## config.mk

```make
export PLATFORM = sky130hd
export DESIGN_NAME = shadow_mismatch_reporter
export DESIGN_NICKNAME = d
export VERILOG_FILES = /design/src/rtl/shadow_tracer_pkg.sv /design/src/rtl/uart_tx_8n1.sv /design/src/rtl/shadow_mismatch_reporter.sv
export SDC_FILE = /design/constraint.sdc
export NUM_CORES = 1
export LEC_CHECK = 0
export ABC_AREA = 1
export CAP_MARGIN = 25
export CORE_MARGIN = 1
export CORE_UTILIZATION = 55
export DETAILED_ROUTE_END_ITERATION = 16
export GPL_TIMING_DRIVEN = 0
export PLACE_DENSITY = 0.75
export RECOVER_POWER = 50
export REMOVE_ABC_BUFFERS = 1
export SYNTH_ARGS = -nofsm -noshare
export SYNTH_HDL_FRONTEND = slang
export SYNTH_HIERARCHICAL = 1
export SYNTH_SLANG_ARGS = --single-unit
export TNS_END_PERCENT = 10
```

## constraint.sdc

```tcl
create_clock -name CLK_n -period 5.2 [get_ports CLK_n]
set_input_delay 0.52 -clock CLK_n [delete_from_list [all_inputs] [get_ports CLK_n]]
set_output_delay 0.52 -clock CLK_n [all_outputs]
set_load 0.01 [all_outputs]
```

## src/rtl/shadow_tracer_pkg.sv

```systemverilog
// shadow_tracer_pkg: shared record layout, frame constants and scheduler states for the shadow tracer
package shadow_tracer_pkg;
  localparam logic [7:0] REC_SYNC = 8'hA5;
  localparam int REC_BYTES = 7;
  typedef struct packed {
    logic [15:0] cyc;
    logic [15:0] addr;
    logic [7:0]  data;
    logic [7:0]  ctrl;
  } trace_rec_t;
  typedef enum logic [1:0] {ST_IDLE, ST_SEND, ST_WAIT} sched_state_t;
  // Byte i of the outgoing frame, sync byte first, then the record MSB first.
  function automatic logic [7:0] rec_byte(input trace_rec_t r, input logic [2:0] i);
    logic [55:0] f;
    f = {REC_SYNC, r} << {i, 3'b000};
    return f[55:48];
  endfunction
endpackage

```

## src/rtl/uart_tx_8n1.sv

```systemverilog
// uart_tx_8n1: 8N1 serializer, one byte per start pulse accepted while ready
//   CLK_n   in   clock, rising edge
//   RESET_n in   asynchronous active-low reset
//   start   in   byte request, accepted on an edge where ready=1
//   data    in   byte to send, captured on the accepting edge
//   ready   out  high when idle; low from the accepting edge until the stop bit ends
//   TXD     out  serial line, idle high
module uart_tx_8n1 #(
  parameter int CLKS_PER_BIT = 35
) (
  input  logic       CLK_n,
  input  logic       RESET_n,
  input  logic       start,
  input  logic [7:0] data,
  output logic       ready,
  output logic       TXD
);
  logic       active;
  logic [7:0] baud;
  logic [7:0] sh;
  logic [3:0] bit_i;
  assign ready = ~active;
  // bit_i 0 = start, 1..8 = data, 9 = stop; bit_i[3] marks the stop bit and beyond.
  always_ff @(posedge CLK_n or negedge RESET_n)
    if (!RESET_n) begin
      active <= 1'b0;
      baud   <= 8'd0;
      bit_i  <= 4'd0;
      sh     <= 8'd0;
      TXD    <= 1'b1;
    end else if (!active) begin
      if (start) begin
        active <= 1'b1;
        baud   <= 8'd0;
        bit_i  <= 4'd0;
        sh     <= data;
        TXD    <= 1'b0;
      end
    end else if (baud == 8'(CLKS_PER_BIT - 1)) begin
      baud   <= 8'd0;
      bit_i  <= bit_i + 4'd1;
      active <= bit_i != 4'd9;
      TXD    <= bit_i[3] | sh[bit_i[2:0]];
    end else
      baud <= baud + 8'd1;
endmodule

```

## src/rtl/shadow_mismatch_reporter.sv

```systemverilog
// shadow_mismatch_reporter: snapshots the Z80 bus on each new tracer mismatch and streams 7-byte records over UART
//   CLK_n      in   target Z80 clock, rising edge
//   RESET_n    in   asynchronous active-low reset
//   arm        in   enables capture and cycle counting
//   match      in   tracer match flag; a 1->0 transition while armed captures a record
//   A, D, ctrl in   bus values sampled into the record
//   TXD        out  UART 8N1 line, idle high
//   busy       out  FIFO non-empty or frame in flight
//   overflow   out  sticky, a record was dropped on a full FIFO
//   rec_count  out  captured records, saturating at 255
module shadow_mismatch_reporter import shadow_tracer_pkg::*; #(
  parameter int CLKS_PER_BIT = 35,
  parameter int FIFO_DEPTH   = 4
) (
  input  logic        CLK_n,
  input  logic        RESET_n,
  input  logic        arm,
  input  logic        match,
  input  logic [15:0] A,
  input  logic [7:0]  D,
  input  logic [7:0]  ctrl,
  output logic        TXD,
  output logic        busy,
  output logic        overflow,
  output logic [7:0]  rec_count
);
  localparam int AW = $clog2(FIFO_DEPTH);
  logic [15:0]  cyc;
  logic         match_prev, ev, push, pop, full, empty, ready, tx_start;
  logic [AW:0]  wp, rp;
  logic [2:0]   idx, idx_nx;
  logic [7:0]   tx_data;
  trace_rec_t   mem [FIFO_DEPTH];
  sched_state_t state, state_nx;
  assign ev      = arm & match_prev & ~match;
  assign empty   = wp == rp;
  assign full    = (wp[AW-1:0] == rp[AW-1:0]) && (wp[AW] != rp[AW]);
  // The head record stays in the FIFO until its last stop bit, so a pop on the
  // same edge frees the slot a push into a full FIFO needs.
  assign pop     = (state == ST_WAIT) && ready && (idx == 3'(REC_BYTES - 1));
  assign push    = ev & (~full | pop);
  assign busy    = ~empty | (state != ST_IDLE);
  assign tx_data = rec_byte(mem[rp[AW-1:0]], idx);
  always_ff @(posedge CLK_n or negedge RESET_n)
    if (!RESET_n) begin
      cyc        <= 16'd0;
      match_prev <= 1'b1;
      wp         <= '0;
      rp         <= '0;
      overflow   <= 1'b0;
      rec_count  <= 8'd0;
      state      <= ST_IDLE;
      idx        <= 3'd0;
    end else begin
      cyc        <= arm ? cyc + 16'd1 : 16'd0;
      match_prev <= match;
      wp         <= wp + {{AW{1'b0}}, push};
      rp         <= rp + {{AW{1'b0}}, pop};
      overflow   <= overflow | (ev & full & ~pop);
      rec_count  <= rec_count + {7'd0, ev && rec_count != 8'hFF};
      state      <= state_nx;
      idx        <= idx_nx;
    end
  always_ff @(posedge CLK_n)
    if (push) mem[wp[AW-1:0]] <= {cyc, A, D, ctrl};
  always_comb begin
    state_nx = state;
    idx_nx   = idx;
    tx_start = 1'b0;
    case (state)
      ST_IDLE: if (!empty) begin
        state_nx = ST_SEND;
        idx_nx   = 3'd0;
      end
      ST_SEND: if (ready) begin
        tx_start = 1'b1;
        state_nx = ST_WAIT;
      end
      ST_WAIT: if (ready) begin
        state_nx = pop ? ST_IDLE : ST_SEND;
        idx_nx   = idx + 3'd1;
      end
      default: state_nx = ST_IDLE;
    endcase
  end
  uart_tx_8n1 #(.CLKS_PER_BIT(CLKS_PER_BIT)) u_tx (
    .CLK_n  (CLK_n),
    .RESET_n(RESET_n),
    .start  (tx_start),
    .data   (tx_data),
    .ready  (ready),
    .TXD    (TXD)
  );
endmodule

```

# [After elaboration in Yosys (flattened, before gate mapping)]
# Memories as Yosys holds them, arrays and structs flattened.
# Index checks and enable logic that the tools add are counted.
[op_classes] add_sub_neg=7 order_cmp=1 eq_ne=13 shifts=1 mux=27 bitwise=14 n_reduce_logical=12
[ops] op="<< shifter 56 x 6 -> 56 bit" n=1
[ops] op="two-way mux 8 bit" n=3
[ops] op="adder 16 x 1 -> 16 bit (second input constant)" n=1
[ops] op="two-way mux 16 bit" n=1
[ops] op="two-way mux 1 bit" n=12
[ops] op="two-way mux 4 bit" n=3
[ops] op="adder 8 x 1 -> 8 bit" n=1
[ops] op="adder 8 x 1 -> 8 bit (second input constant)" n=1
[ops] op="== test 8 x 6 -> 1 bit (second input constant)" n=1
[ops] op="inequality test 2 bit (second input constant)" n=4
[ops] op="inequality test 8 bit (second input constant)" n=1
[ops] op="adder 3 x 1 -> 3 bit" n=2
[ops] op="two-way mux 2 bit" n=3
[ops] op="two-way mux 3 bit" n=2
[ops] op="case mux 2 bit (3 select lines)" n=1
[ops] op="case mux 3 bit (2 select lines)" n=1
[ops] op="AND reduction 3 bit" n=2
[ops] op="nonzero test 2 bit" n=3
[ops] op="bitwise AND 1 bit" n=5
[ops] op="inverter 1 bit" n=5
[ops] op="adder 4 x 1 -> 4 bit (second input constant)" n=1
[ops] op="logical AND 1 bit" n=4
[ops] op="< comparator 3 x 4 -> 1 bit (second input constant)" n=1
[ops] op="inequality test 4 bit (second input constant)" n=1
[ops] op="other kinds (11)" n=15
[word_totals] register_bits=59 ram_bits=192 input_bits=36 out_inout_bits=11 word_cells=89 n_memories=1
[mem_list] memory="mem" depth=4 word_bits=48 read_ports=1 rd_ports_with_merged_regs=0 wr=1 line="shadow_mismatch_reporter.sv:33" text="trace_rec_t mem [FIFO_DEPTH];"

# [Depth between registers and ports, before layout]
[logic_depth] ltp_word=7 ltp_mapped=12 depth_no_buf=10

# [By module]
# The synthesis kept the hierarchy.
[by_module_without_submodules] module="shadow_mismatch_reporter" n_inst=1 cells_per_inst=949 area_each_um2=9823.2 seq_area_each_um2=6692.7
[by_module_without_submodules] module="uart_tx_8n1" n_inst=1 cells_per_inst=124 area_each_um2=1206.2 seq_area_each_um2=551.8

# [Worst setup path after synthesis]
# No wires, ideal clock.
[synth_path] kind="register -> register" start="register u_tx.active" end="memory mem[0][0] in the netlist's numbering, enable pin" setup_ns=0.454 arrival_ns=3.141 setup_slack_ns=1.605 path_stages_with_launch=8 synth_period_minus_slack_ns=3.595 cell_sequence="dfrtp_1 inv_4 inv_1 nor2_1 nand3_1 nand3_1 nand2_1 nor2_1"
[synth_between] elab_chain_cells=7
[synth_rtl] element="from (decl)" line="uart_tx_8n1.sv:18" text="logic active;"
[synth_rtl] element="from (signal assigned)" line="uart_tx_8n1.sv:26" text="active <= 1'b0;"
[synth_rtl] element="from (signal assigned)" line="uart_tx_8n1.sv:33" text="active <= 1'b1;"
[synth_rtl] element="from (signal assigned)" line="uart_tx_8n1.sv:42" text="active <= bit_i != 4'd9;"
[synth_rtl] element="inverter 1 bit (no source line)"
[synth_rtl] element="net ready" line="shadow_mismatch_reporter.sv:29" text="logic match_prev, ev, push, pop, full, empty, ready, tx_start;"
[synth_rtl] element="logical AND 1 bit (2 in series)" line="shadow_mismatch_reporter.sv:40" text="assign pop = (state == ST_WAIT) && ready && (idx == 3'(REC_BYTES - 1));"
[synth_rtl] element="OR 1 bit" line="shadow_mismatch_reporter.sv:41" text="assign push = ev & (~full | pop);"
[synth_rtl] element="bitwise AND 1 bit" line="shadow_mismatch_reporter.sv:41"
[synth_rtl] element="two-way mux 1 bit" line="shadow_mismatch_reporter.sv:65" text="if (push) mem[wp[AW-1:0]] <= {cyc, A, D, ctrl};"
[synth_rtl] element="two-way mux 1 bit (implied by the code)" line="shadow_mismatch_reporter.sv:65"
[synth_rtl] element="to (decl)" line="shadow_mismatch_reporter.sv:33"
# The timed path passes the listed nets, and every way through them passes these cells.

# [Worst setup path after layout]
[layout_path] start="register rp[1]" end="memory mem[2][43] in the netlist's numbering, enable pin"
[layout_between] elab_chain_cells=7
[layout_rtl] element="from (decl)" line="shadow_mismatch_reporter.sv:30" text="logic [AW:0] wp, rp;"
[layout_rtl] element="from (signal assigned)" line="shadow_mismatch_reporter.sv:58" text="rp <= rp + {{AW{1'b0}}, pop};"
[layout_rtl] element="== test 2 bit" line="shadow_mismatch_reporter.sv:37" text="assign full = (wp[AW-1:0] == rp[AW-1:0]) && (wp[AW] != rp[AW]);"
[layout_rtl] element="logical AND 1 bit" line="shadow_mismatch_reporter.sv:37"
[layout_rtl] element="inverter 1 bit" line="shadow_mismatch_reporter.sv:41"
[layout_rtl] element="OR 1 bit" line="shadow_mismatch_reporter.sv:41"
[layout_rtl] element="bitwise AND 1 bit" line="shadow_mismatch_reporter.sv:41"
[layout_rtl] element="two-way mux 1 bit" line="shadow_mismatch_reporter.sv:65"
[layout_rtl] element="two-way mux 1 bit (implied by the code)" line="shadow_mismatch_reporter.sv:65"
# Every way passes these cells.

==> out/results.md <==
| Result | Reported |
|:---|:---|
| Filler instances | 1468 |
| Post-CTS Hold Fix Bufs | 0 |
| Leading cell type in the layout, fill and taps excluded | sky130_fd_sc_hd__nand2_1 |
| Startpoint of the most critical setup path | rp[1] |
| Non-filler cells, final | 1402 |
| Number of enable flip-flop cells after synthesis | 192 |
| Total wire length after detailed routing | 21770 microns |
| CTS buffer count | 24 |
| Synthesized netlist cell count | 1073 |
| Crit path required time | 5.42 ns |
| Half-perimeter wire length after placement | 13450 microns |
| Internal power consumption | 3.739 mW |
| First-iteration detailed-routing DRC count | 525 |
| Sequential share of power | 0.501 |
| Die Height | 143.6 microns |
| Category of the worst setup path launch point | flop |
| Primary FF master, synth | sky130_fd_sc_hd__edfxtp_1 |
| CTS resizes | 0 |
| Max-capacitance violation count | 2 |
| Final weighted congestion in routability-driven placement | 0.8185 |
| Class of the most critical setup path | flop to flop |
| Area of the multi-input gates | 3153 sq um |
| Clock group share of total power | 0.358 |
| Worst Hold Margin | 0.3995 ns |
| CTS root buf | sky130_fd_sc_hd__clkbuf_16 |
| Total number of clock tree sinks | 251 |
| Post-CTS Setup Bufs | 0 |
| Remaining number of nets flagged by the antenna check after routing | 0 |
| Net count of the finished layout | 1168 |
| Antenna violations before repair | 1 |
| Routed wire per std cell | 15.53 microns |
| Total placed cells including tap cells | 1358 |
| Max Clock Freq | 268.8 MHz |
| Number of cells traversed by the worst register-to-register path | 8 |
| Detailed-router iteration count before antenna repair | 6 |
| Die width | 143.6 microns |
| Failing checks | max-capacitance violations, max-slew violations |
| Post-synthesis sequential area ratio | 0.6568 |
| Placement-stage cell area | 11880 sq um |
| Average vias per placed instance | 5.170 |
| Warnings, synthesis | 6 |
| R2R Setup Slk | 1.48 ns |
| Total overflow reported by the global router | 0 |
| End of the worst register-to-register path | mem[2][43] |
| Final Total Pwr | 5.027 mW |
| Switching power as a share of total power | 0.2562 |
| Register area | 7249 sq um |
| Area enclosed by the die boundary | 20620 sq um |
| Number of register bits inferred by synthesis | 251 |
| Maximum buffer depth of the clock tree | 3 |
| Fraction of layout cells with a size suffix above 1 | 0.08004 |
| Effective utilization at floorplan | 0.5630 |
| Total count of max-transition violations in the final report | 62 |
| Core Box Area | 19590 sq um |
| Area growth from synthesis to layout | 15.05% |
| Final hold viol count | 0 |
| Launch point of the worst reg-to-reg path | rp[1] |
| Post-route clock skew | 0.01844 ns |
| I/O pin total | 47 |
| Drc violations | 0 |
| Outcome | finished, violations left |
| Power Dens Cells | 396.1 nW/um^2 |
| Post-synth design cell area | 11030 sq um |
| Largest fanout on the critical path | 51 |
| Part of the power in combinational logic | 0.141 |
| Synth cell types | 40 |
| Largest net degree at the start of global routing | 82 |
| Syn Area/Cell | 10.28 sq um |
| Final TNS setup | 0 ns |
| Final Critical Period | 3.720 ns |
| Hold Crit Class | primary input to asynchronous set/reset pin |
| Top library cells by usage in the layout, fill and taps aside | sky130_fd_sc_hd__nand2_1, sky130_fd_sc_hd__edfxtp_1, sky130_fd_sc_hd__nand3_1 |
| Number of global-route vias before repair | 6838 |
| TritonCTS clock tree | yes |
| Slew at the pin closest to its max-slew limit | 1.725 ns |
| Sw power | 1.288 mW |
| Static leakage | 5.288 nW |
| Clock H-tree levels | 1 |
| Via Count | 7249 |
| Clock latency on the worst-skew pair | 0.52 ns |
| Area of all placed cells without fillers | 12690 sq um |
| Total track usage | 0.2175 |
| Count of standard-cell rows | 51 |
| Critical Path Sink Type | flop |
| Endpoint of the worst setup timing path | mem[2][43] |
| Global-route wire length before repair | 34290 microns |
| Slew margin rel. | -0.1500 |
| Final setup viols | 0 |
| Antenna diode count | 0 |
| Peak supply drop | 0.0001683 V |
| Unrepaired setup endpoints after global routing | false |
| IO Port Bufs | 46 |
| Clock-pin slew on the worst setup and hold paths | 0.06 ns |
| Final worst path period share | 0.7153 |
| Asr flop ratio synth | 0.2351 |
| Critical path data arrival time | 3.94 ns |
-- area by class of cell --
| type | count | share of cell area |
|---|---|---|
| Clock buffer | 30 | 0.05068 |
| Clock inverter | 14 | 0.01479 |
| Inverter | 119 | 0.03569 |
| Multi-Input combinational cell | 666 | 0.2485 |
| Sequential cell | 251 | 0.5713 |
| Tap cell | 265 | 0.02613 |
| Timing Repair Buffer | 57 | 0.05295 |
-- Yosys cell counts (2+ instances only) --
master	number	area share
sky130_fd_sc_hd__nand2_1	384	0.13
sky130_fd_sc_hd__edfxtp_1	192	0.52
sky130_fd_sc_hd__nand3_1	122	0.055
sky130_fd_sc_hd__inv_1	110	0.037
sky130_fd_sc_hd__nor2_1	59	0.020
sky130_fd_sc_hd__dfrtp_1	57	0.13
sky130_fd_sc_hd__buf_2	16	0.0073
sky130_fd_sc_hd__o21ai_0	16	0.0073
sky130_fd_sc_hd__ha_1	13	0.015
sky130_fd_sc_hd__xor2_1	13	0.010
sky130_fd_sc_hd__a21oi_1	11	0.0050
sky130_fd_sc_hd__clkbuf_1	10	0.0034
sky130_fd_sc_hd__inv_2	6	0.0020
sky130_fd_sc_hd__buf_6	5	0.0051
sky130_fd_sc_hd__mux2_4	5	0.0068
sky130_fd_sc_hd__o21ai_2	5	0.0040
sky130_fd_sc_hd__buf_4	4	0.0027
sky130_fd_sc_hd__o21bai_1	4	0.0027
sky130_fd_sc_hd__mux2_2	3	0.0031
sky130_fd_sc_hd__nand2_4	3	0.0031
sky130_fd_sc_hd__nand4_1	3	0.0017
sky130_fd_sc_hd__nor2_2	3	0.0017
sky130_fd_sc_hd__nor3_1	3	0.0014
sky130_fd_sc_hd__o22ai_1	3	0.0017
sky130_fd_sc_hd__xnor2_1	3	0.0024
sky130_fd_sc_hd__clkinv_1	2	0.00068
sky130_fd_sc_hd__dfstp_2	2	0.0048
sky130_fd_sc_hd__nor2_4	2	0.0020
sky130_fd_sc_hd__o21a_1	2	0.0014
sky130_fd_sc_hd__o21ai_1	2	0.00091
-- cell families (layout without fill, tap and decap cells) --
kind of cell,Yosys count,count (layout),synth area share
AOI/OAI and AO/OA,45,45,0.02450
xor gates and xnor gates,16,16,0.01271
adders and majority gates,13,13,0.01475
buffers and inverters,156,220,0.06001
DFF,251,251,0.6568
muxes,8,8,0.009869
and+or+nand+nor,584,584,0.2213
-- through the flow --
step                setup slack [ns]  utilization
detailed placement             1.478       0.6062
finish                         1.480       0.6478
CTS                            1.482       0.6487
global placement              -3.708       0.5926
floorplan                   -0.04115            -
global route                   1.247       0.6478
-- layer usage --
| metal | wire length, microns | vias up | GRT usage | share of wire |
|---|---|---|---|---|
| met4 | 277 | 2 | 0.05319 | 0.013 |
| met2 | 10970 | 165 | 0.3855 | 0.50 |
| met1 | 9340 | 3458 | 0.2830 | 0.43 |
| li1 | - | 3593 | - | - |
| met5 | 12 | - | 0 | 0.00055 |
| met3 | 1164 | 31 | 0.02932 | 0.053 |
-- state kept, by name, summed over array words and instances (netlist names) --
| signal | cells |
|---|---|
| u_tx/TXD | 1 |
| overflow | 1 |
| wp | 3 |
| idx | 3 |
| match_prev | 1 |
| state | 2 |
| mem | 192 |
| u_tx/baud | 8 |
| u_tx/active | 1 |
| rp | 3 |
| u_tx/sh | 8 |
| u_tx/bit_i | 4 |
| cyc | 16 |
| rec_count | 8 |
-- worst max-delay path, cell delays in order, from the launching register on --
cell and delay, ns:
sky130_fd_sc_hd__dfrtp_2 0.53, sky130_fd_sc_hd__buf_12 0.28, sky130_fd_sc_hd__clkinv_2 0.72, sky130_fd_sc_hd__nand2_1 0.28, sky130_fd_sc_hd__a21oi_2 0.09, sky130_fd_sc_hd__nand3_1 0.13, sky130_fd_sc_hd__nand2_1 0.26, sky130_fd_sc_hd__nor2_4 0.77
sky130_fd_sc_hd__buf_12 0.29
-- power by group through the flow --
stage | Sequential [mW] | Clock, mW | Combinational [mW]
floorplan | 2.54 | 0 | 0.432
global placement | 2.56 | 0 | 0.655
detailed placement | 2.55 | 0 | 0.716
CTS | 2.51 | 1.83 | 0.723
global route | 2.54 | 1.91 | 0.797
finish | 2.52 | 1.80 | 0.710
-- worst min-delay path by stage --
stage / slack, ns / depth (start not counted) / endpoint / from
5_1_grt: 0.50 / 1 / u_tx/baud[6] / RESET_n
3_5_place_dp: 0.47 / 1 / overflow / overflow
3_3_place_gp: 0.46 / 1 / overflow / overflow
2_1_floorplan: 0.22 / 0 / cyc[0] / RESET_n
4_1_cts: 0.05 / 1 / u_tx/sh[1] / RESET_n
6_report: 0.40 / 1 / u_tx/baud[6] / RESET_n
(Power assumes the default switching activity.)
